<file path="src/rtl/ysyx_23060025_wbu.sv">
// Write-back unit: commits one retired instruction per LSU handshake.
// It writes the GPR, updates the CSRs for CSRW, ECALL and MRET, pulses ebreak,
// and tells the IFU that it may fetch the next instruction.
// It owns the machine CSR file and the 64-bit minstret counter.
// Ports:
//   clock, reset                 clock and synchronous active-high reset
//   lsu_valid_i / wbu_ready_o    LSU -> WBU handshake
//   wd_i, wreg_i, wdata_i        GPR write request of the retiring instruction
//   csr_type_i, csr_waddr_i,
//   csr_wdata_i                  CSR operation (none/CSRW/ECALL/MRET), its address and its data
//   ebreak_flag_i                the instruction is an ebreak
//   rf_wen_o, rf_waddr_o,
//   rf_wdata_o                   GPR write port (one-cycle strobe)
//   csr_raddr_i / csr_rdata_o    combinational CSR read port for the EXU
//   mtvec_o, mepc_o              trap and return targets
//   ebreak_o                     ebreak committed (one-cycle pulse)
//   wbu_valid_o / ifu_ready_i    retire notification handshake to the IFU
module ysyx_23060025_wbu #(
  parameter int unsigned DATA_LEN = 32,
  parameter int unsigned ADDR_LEN = 32
) (
  input  logic                clock,
  input  logic                reset,
  input  logic                lsu_valid_i,
  output logic                wbu_ready_o,
  input  logic                wd_i,
  input  logic [4:0]          wreg_i,
  input  logic [DATA_LEN-1:0] wdata_i,
  input  logic [2:0]          csr_type_i,
  input  logic [11:0]         csr_waddr_i,
  input  logic [DATA_LEN-1:0] csr_wdata_i,
  input  logic                ebreak_flag_i,
  output logic                rf_wen_o,
  output logic [4:0]          rf_waddr_o,
  output logic [DATA_LEN-1:0] rf_wdata_o,
  input  logic [11:0]         csr_raddr_i,
  output logic [DATA_LEN-1:0] csr_rdata_o,
  output logic [ADDR_LEN-1:0] mtvec_o,
  output logic [ADDR_LEN-1:0] mepc_o,
  output logic                ebreak_o,
  output logic                wbu_valid_o,
  input  logic                ifu_ready_i
);

  localparam int unsigned REG_AW = 5;
  localparam int unsigned CSR_AW = 12;
  localparam int unsigned CNT_W  = 64;

  localparam logic [2:0] CSR_T_W     = 3'b001;
  localparam logic [2:0] CSR_T_ECALL = 3'b010;
  localparam logic [2:0] CSR_T_MRET  = 3'b011;

  localparam logic [CSR_AW-1:0] A_MSTATUS   = 12'h300;
  localparam logic [CSR_AW-1:0] A_MTVEC     = 12'h305;
  localparam logic [CSR_AW-1:0] A_MEPC      = 12'h341;
  localparam logic [CSR_AW-1:0] A_MCAUSE    = 12'h342;
  localparam logic [CSR_AW-1:0] A_MINSTRET  = 12'hB02;
  localparam logic [CSR_AW-1:0] A_MINSTRETH = 12'hB82;
  localparam logic [CSR_AW-1:0] A_MVENDORID = 12'hF11;
  localparam logic [CSR_AW-1:0] A_MARCHID   = 12'hF12;

  typedef enum logic [1:0] {
    S_IDLE   = 2'd0,
    S_COMMIT = 2'd1,
    S_WAIT   = 2'd2
  } state_e;

  state_e state_q, state_d;
  logic   accept_c, commit_c;

  logic                wbu_ready_q, wbu_valid_q, rf_wen_q, ebreak_q;
  logic [REG_AW-1:0]   rf_waddr_q;
  logic [DATA_LEN-1:0] rf_wdata_q;
  logic [2:0]          csr_type_q;
  logic [CSR_AW-1:0]   csr_waddr_q;
  logic [DATA_LEN-1:0] csr_wdata_q;

  logic [DATA_LEN-1:0] mstatus_q, mcause_q;
  logic [ADDR_LEN-1:0] mtvec_q, mepc_q;
  logic [CNT_W-1:0]    minstret_q, minstret_inc_c;

  // State register
  always_ff @(posedge clock) begin
    if (reset) state_q <= S_IDLE;
    else       state_q <= state_d;
  end

  // Next state; COMMIT always lasts exactly one cycle
  always_comb begin
    state_d  = state_q;
    accept_c = 1'b0;
    commit_c = 1'b0;
    case (state_q)
      S_IDLE: begin
        if (lsu_valid_i) begin
          accept_c = 1'b1;
          state_d  = S_COMMIT;
        end
      end
      S_COMMIT: begin
        commit_c = 1'b1;
        state_d  = ifu_ready_i ? S_IDLE : S_WAIT;
      end
      S_WAIT: begin
        if (ifu_ready_i) state_d = S_IDLE;
      end
      default: state_d = S_IDLE;
    endcase
  end

  // Handshake outputs and instruction capture; strobes are high only in COMMIT
  always_ff @(posedge clock) begin
    if (reset) begin
      wbu_ready_q <= 1'b1;
      wbu_valid_q <= 1'b0;
      rf_wen_q    <= 1'b0;
      ebreak_q    <= 1'b0;
      rf_waddr_q  <= '0;
      rf_wdata_q  <= '0;
      csr_type_q  <= '0;
      csr_waddr_q <= '0;
      csr_wdata_q <= '0;
    end else begin
      wbu_ready_q <= (state_d == S_IDLE);
      wbu_valid_q <= (state_d != S_IDLE);
      rf_wen_q    <= accept_c & wd_i & (wreg_i != '0);
      ebreak_q    <= accept_c & ebreak_flag_i;
      if (accept_c) begin
        rf_waddr_q  <= wreg_i;
        rf_wdata_q  <= wdata_i;
        csr_type_q  <= csr_type_i;
        csr_waddr_q <= csr_waddr_i;
        csr_wdata_q <= csr_wdata_i;
      end
    end
  end

  assign minstret_inc_c = minstret_q + CNT_W'(1);

  // CSR file update on the COMMIT exit edge; a CSRW to a minstret half overrides the increment
  always_ff @(posedge clock) begin
    if (reset) begin
      mstatus_q  <= DATA_LEN'(32'h0000_1800);
      mtvec_q    <= '0;
      mepc_q     <= '0;
      mcause_q   <= '0;
      minstret_q <= '0;
    end else if (commit_c) begin
      minstret_q <= minstret_inc_c;
      case (csr_type_q)
        CSR_T_W: begin
          case (csr_waddr_q)
            A_MSTATUS:   mstatus_q <= csr_wdata_q;
            A_MTVEC:     mtvec_q   <= ADDR_LEN'(csr_wdata_q);
            A_MEPC:      mepc_q    <= ADDR_LEN'(csr_wdata_q);
            A_MCAUSE:    mcause_q  <= csr_wdata_q;
            A_MINSTRET:  minstret_q <= {minstret_inc_c[63:32], 32'(csr_wdata_q)};
            A_MINSTRETH: minstret_q <= {32'(csr_wdata_q), minstret_inc_c[31:0]};
            default: ;
          endcase
        end
        CSR_T_ECALL: begin
          mepc_q            <= ADDR_LEN'(csr_wdata_q);
          mcause_q          <= DATA_LEN'(11);
          mstatus_q[7]      <= mstatus_q[3];
          mstatus_q[3]      <= 1'b0;
          mstatus_q[12:11]  <= 2'b11;
        end
        CSR_T_MRET: begin
          mstatus_q[3]      <= mstatus_q[7];
          mstatus_q[7]      <= 1'b1;
          mstatus_q[12:11]  <= 2'b11;
        end
        default: ;
      endcase
    end
  end

  // Combinational CSR read; sees only committed state
  always_comb begin
    csr_rdata_o = '0;
    case (csr_raddr_i)
      A_MSTATUS:   csr_rdata_o = mstatus_q;
      A_MTVEC:     csr_rdata_o = DATA_LEN'(mtvec_q);
      A_MEPC:      csr_rdata_o = DATA_LEN'(mepc_q);
      A_MCAUSE:    csr_rdata_o = mcause_q;
      A_MINSTRET:  csr_rdata_o = DATA_LEN'(minstret_q[31:0]);
      A_MINSTRETH: csr_rdata_o = DATA_LEN'(minstret_q[63:32]);
      A_MVENDORID: csr_rdata_o = DATA_LEN'(32'h7973_7978);
      A_MARCHID:   csr_rdata_o = DATA_LEN'(32'h015F_DE39);
      default:     csr_rdata_o = '0;
    endcase
  end

  assign wbu_ready_o = wbu_ready_q;
  assign wbu_valid_o = wbu_valid_q;
  assign rf_wen_o    = rf_wen_q;
  assign rf_waddr_o  = rf_waddr_q;
  assign rf_wdata_o  = rf_wdata_q;
  assign ebreak_o    = ebreak_q;
  assign mtvec_o     = mtvec_q;
  assign mepc_o      = mepc_q;

endmodule
</file>
<file path="config.mk">
export PLATFORM = sky130hd
export DESIGN_NAME = ysyx_23060025_wbu
export DESIGN_NICKNAME = d
export VERILOG_FILES = /design/src/rtl/ysyx_23060025_wbu.sv
export SDC_FILE = /design/constraint.sdc
export NUM_CORES = 1
export LEC_CHECK = 0
export ABC_CLOCK_PERIOD_IN_PS = 2200
export CAP_MARGIN = 0
export CORE_MARGIN = 2
export CORE_UTILIZATION = 48
export CTS_CLUSTER_SIZE = 12
export DETAILED_ROUTE_END_ITERATION = 12
export GPL_TIMING_DRIVEN = 1
export PLACE_DENSITY = 0.8
export SETUP_SLACK_MARGIN = 0.02
export SKIP_LAST_GASP = 1
export SLEW_MARGIN = 40
export SYNTH_ARGS = -nofsm -noshare
export SYNTH_HDL_FRONTEND = slang
export SYNTH_SLANG_ARGS = --single-unit
</file>
<file path="constraint.sdc">
create_clock -name clock -period 2.2 [get_ports clock]
set_input_delay 0.33 -clock clock [delete_from_list [all_inputs] [get_ports clock]]
set_output_delay 0.33 -clock clock [all_outputs]
set_load 0.01 [all_outputs]
</file>
==> summary.txt <==
Worst setup path
  • Top delay family on crit path: simple AND/OR/NAND/NOR gates
  • CP max FO: 9
  • Slowest stage delay, CP: 0.56 ns
  • CP endpoint kind: output pin
  • Startpoint types: input port
  • Critical path, cell by cell: buf_6 > or4b_4 > nor3_4 > and4_4 > buf_12 > a222oi_1 > nand2_1 > clkdlybuf4s15_2
  • Slowest CP cell: or4b_4
  • Buffers and inverters on the worst path: 3
  • WS Path Type: in -> out
  • CP Data Arrival Time: 2.15 ns
  • Worst EP required: 1.87 ns

Floorplanning
  • Site row count: 61
  • DIE AREA: approximately 0.030 mm²
  • Die H: approximately 170 µm
  • Top Ports: about 240
  • Core Box Area: about 0.028 mm²
  • Initial Utilization: about half
  • Die W: around 170 µm

Place
  • Routability cong.: just over 1
  • Post-DP HPWL: between 40000 and 50000 µm
  • Input/output buffers: 238
  • Post-Place Cells: around 2400
  • Pre-CTS setup slack: -0.949 ns
  • Placed Area: around 0.017 mm²

Power and ir drop
  • Max VDD drop: between 0.7 and 0.8 mV
  • Leakage: 6.61 nW
  • Final Power: 11.8 mW
  • PD cells: 627 mW/mm²

Detailed routing
  • 1st-iter DRT viols: 2560
  • DR pass1 iterations: 9
  • Wl on met1: 21000 µm
  • Routed WL per cell: ~24 µm
  • DR DRC count: 0
  • DR vias/cell: approximately 6.6
  • Antenna Nets Post-Route: 0
  • Routed wl met3: around 7800 µm
  • Routed WL: slightly below 60000 µm
  • WL met2: roughly 26000 µm
  • Top sig layer: met4
  • DR vias: between 15000 and 20000

Timing
  • Slew Limit Fails: 0
  • Setup violations, final: 32
  • Slew HR: between 40% and 50%
  • Fin Setup TNS: -6.33 ns
  • RSZ-0062 raised after global routing: yes
  • Hold WS: between 0.15 and 0.2 ns
  • Max Clk Rate: between 0.4 and 0.5 GHz
  • Actual slew at the worst max-slew pin: 0.890 ns
  • Worst Setup Slack, final: -0.276 ns
  • Final hold violations: 0
  • Post-route clock period utilization: 113%
  • Tmin final: 2.48 ns
  • Worst Skew: roughly 0.02 ns

Synthesis
  • Syn_area_per_cell: 7.78 µm²
  • Number of distinct library cells after synthesis: 74
  • Share of the synthesized area in the top cell type: around two fifths
  • Commonest register cell after synthesis: dfxtp_1
  • Synth Area in XOR/XNOR: less than 1%
  • Synth top area cells: dfxtp_1 42%, nand2_1 10%, a21oi_1 8.0%
  • Post-synth ARST share: 0%
  • Post-synth EDFFs: 0
  • Syn Nets: ~1900
  • Largest family of logic cells by synthesized area: simple AND/OR/NAND/NOR gates
  • Seq/Total Area, Yosys: 41.5%
  • Synth Area in Simple Gates: 26.9%
  • Synth area leader: dfxtp_1
  • Post-synthesis mux area share: around 2.9%
  • Synth Area in Compound Gates: between 20% and 30%
  • Gate Count Post-Synth: 1748
  • Adder-Cell Fraction of Synth Area: less than 1%
  • Synthesized area: between 0.01 and 0.015 mm²
  • Flops & latches, synth: roughly 280
  • YS warnings: 0

Global routing
  • Largest net degree at the start of global routing: 78
  • First-pass GRT wire length: between 80000 and 90000 µm
  • GR Overflow Total: 0
  • GRT Resource Usage Total: approximately two fifths
  • Initial antenna violation count: 0
  • Vias in the first global route: about 15000

Clock tree
  • CTS buffer count: 30
  • Clock root cell: clkbuf_16
  • Clock Sinks: ~280
  • Worst-Skew Late Latency: 0.58 ns
  • H-tree lvl count: 1
  • CTS tree: built
  • Clock slew at reported path FFs: 0.06 ns
  • CTS Hold Bufs: 0
  • Max Buffers Root-to-Sink: 3

Cells and area
  • # nets final: 2158
  • Layout cells sized above 1: ~17%
  • Syn-to-layout area delta: 37.9%
  • Post-route insts no fill: approximately 2500
  • Final Instance Area: 0.0187 mm²
  • Post-layout util: about two thirds
  • Ant diodes: 0

Status
  • Failing checks: negative setup slack
  • Outcome: finished with violations

Flow run
  • Max-cap violations: 0

Worst hold path
  • HP Class: in -> reg
[worst reg2reg max path: stages, from the launching register on]
cell and delay (ns):
dfxtp_1 0.54, nand4_1 0.36, nor4_1 0.33, nand4_1 0.17
and4_1 0.24, or3_1 0.36
[area by class of cell]
type	instances	area [µm²]
clock inverters	6	80.1
inverters	27	101
fillers	2244	9120
repair buffers	435	4090
flip-flops and latches	282	5650
clock buffers	46	902
multi-input cells	1279	7440
well taps	378	473
[Yosys cell counts, types with 10 or more instances]
master,instances
a21oi_1,217
a221oi_1,28
a222oi_1,39
a2bb2oi_1,17
a31oi_1,26
and3_1,35
and4_1,19
buf_2,12
clkbuf_1,136
dfxtp_1,282
inv_1,26
mux2i_1,37
nand2_1,379
nand3_1,80
nand4_1,69
nor2_1,65
nor3_1,22
nor4_1,13
o211ai_1,14
o21ai_0,54
o31a_1,11
o32ai_1,15
or3_1,10
or4_1,17
[where the power goes]
part           leakage (nW)  switching [mW]  internal, mW
sequential             2.29           0.213          5.24
clock                 0.486            2.15          3.02
combinational          3.83           0.614         0.509
total                  6.61            2.98          8.78
[path summary, 6_finish.rpt]
check	startpoint	depth (start not counted)	end	slack, ns
setup / recovery	csr_raddr_i[0]	8	csr_rdata_o[1]	-0.28
setup reg to reg	minstret_q[40]$_SDFFE_PP0P_	5	minstret_q[61]$_SDFFE_PP0P_	0.09
hold reg to reg	rf_wdata_o[15]$_SDFFE_PP0P_	2	rf_wdata_o[15]$_SDFFE_PP0P_	0.45
hold / removal	reset	2	csr_wdata_q[22]$_SDFFE_PP0P_	0.19
[sequential cells by signal, indices dropped and copies added, names as in the netlist]
| register | cells |
|---|---|
| csr_waddr_q | 12 |
| wbu_valid_o | 1 |
| ebreak_o | 1 |
| rf_wdata_o | 32 |
| minstret_q | 64 |
| mcause_q | 32 |
| rf_wen_o | 1 |
| mtvec_o | 32 |
| rf_waddr_o | 5 |
| csr_wdata_q | 32 |
| mepc_o | 32 |
| mstatus_q | 32 |
| wbu_ready_o | 1 |
| csr_type_q | 3 |
| state_q | 2 |
[layer usage]
layer  track usage [%]  up-vias
met4              21.1        0
met3              9.32      276
met2              59.6     1282
met5                 0        -
li1                  -     7058
met1              48.1     7590
[repair_timing]
| action | in CTS | in global routing |
|---|---|---|
| cloned | 4 | 1 |
| gates resized for setup | 189 | 40 |
| pin swaps | 33 | 12 |
| setup endpoints to repair | 36 | 132 |
| setup buffers | 15 | 7 |
[cells by family (layout without fill, tap and decap cells)]
| kind of cell | after synthesis | in the layout |
|---|---|---|
| and+or+nand+nor | 755 | 755 |
| AOI/OAI and AO/OA | 483 | 483 |
| DFF | 282 | 282 |
| buffers and inverters | 187 | 514 |
| muxes | 39 | 39 |
| adders and majority gates | 1 | 1 |
| xor gates and xnor gates | 1 | 1 |
[placed cells by master, fill, tap and decap left out, drive strengths merged, types with 10 or more instances in the layout]
cell           netlist  layout
o211ai              14      14
clkdlybuf4s15        0      12
clkbuf             139      48
dfxtp              282     282
nor2                65      65
o32ai               15      15
nor4                14      14
or3                 10      10
clkdlybuf4s50        0     193
mux2i               37      37
a31oi               26      26
o21ai               54      54
a221oi              28      28
nand4               70      70
buf                 21     226
nand2              379     379
inv                 26      26
a21oi              217     217
a2bb2oi             17      17
nor3                24      24
nand3               81      81
o31a                11      11
and3                35      35
and4                19      19
or4                 18      18
a222oi              39      39
(Power assumes the default switching activity.)
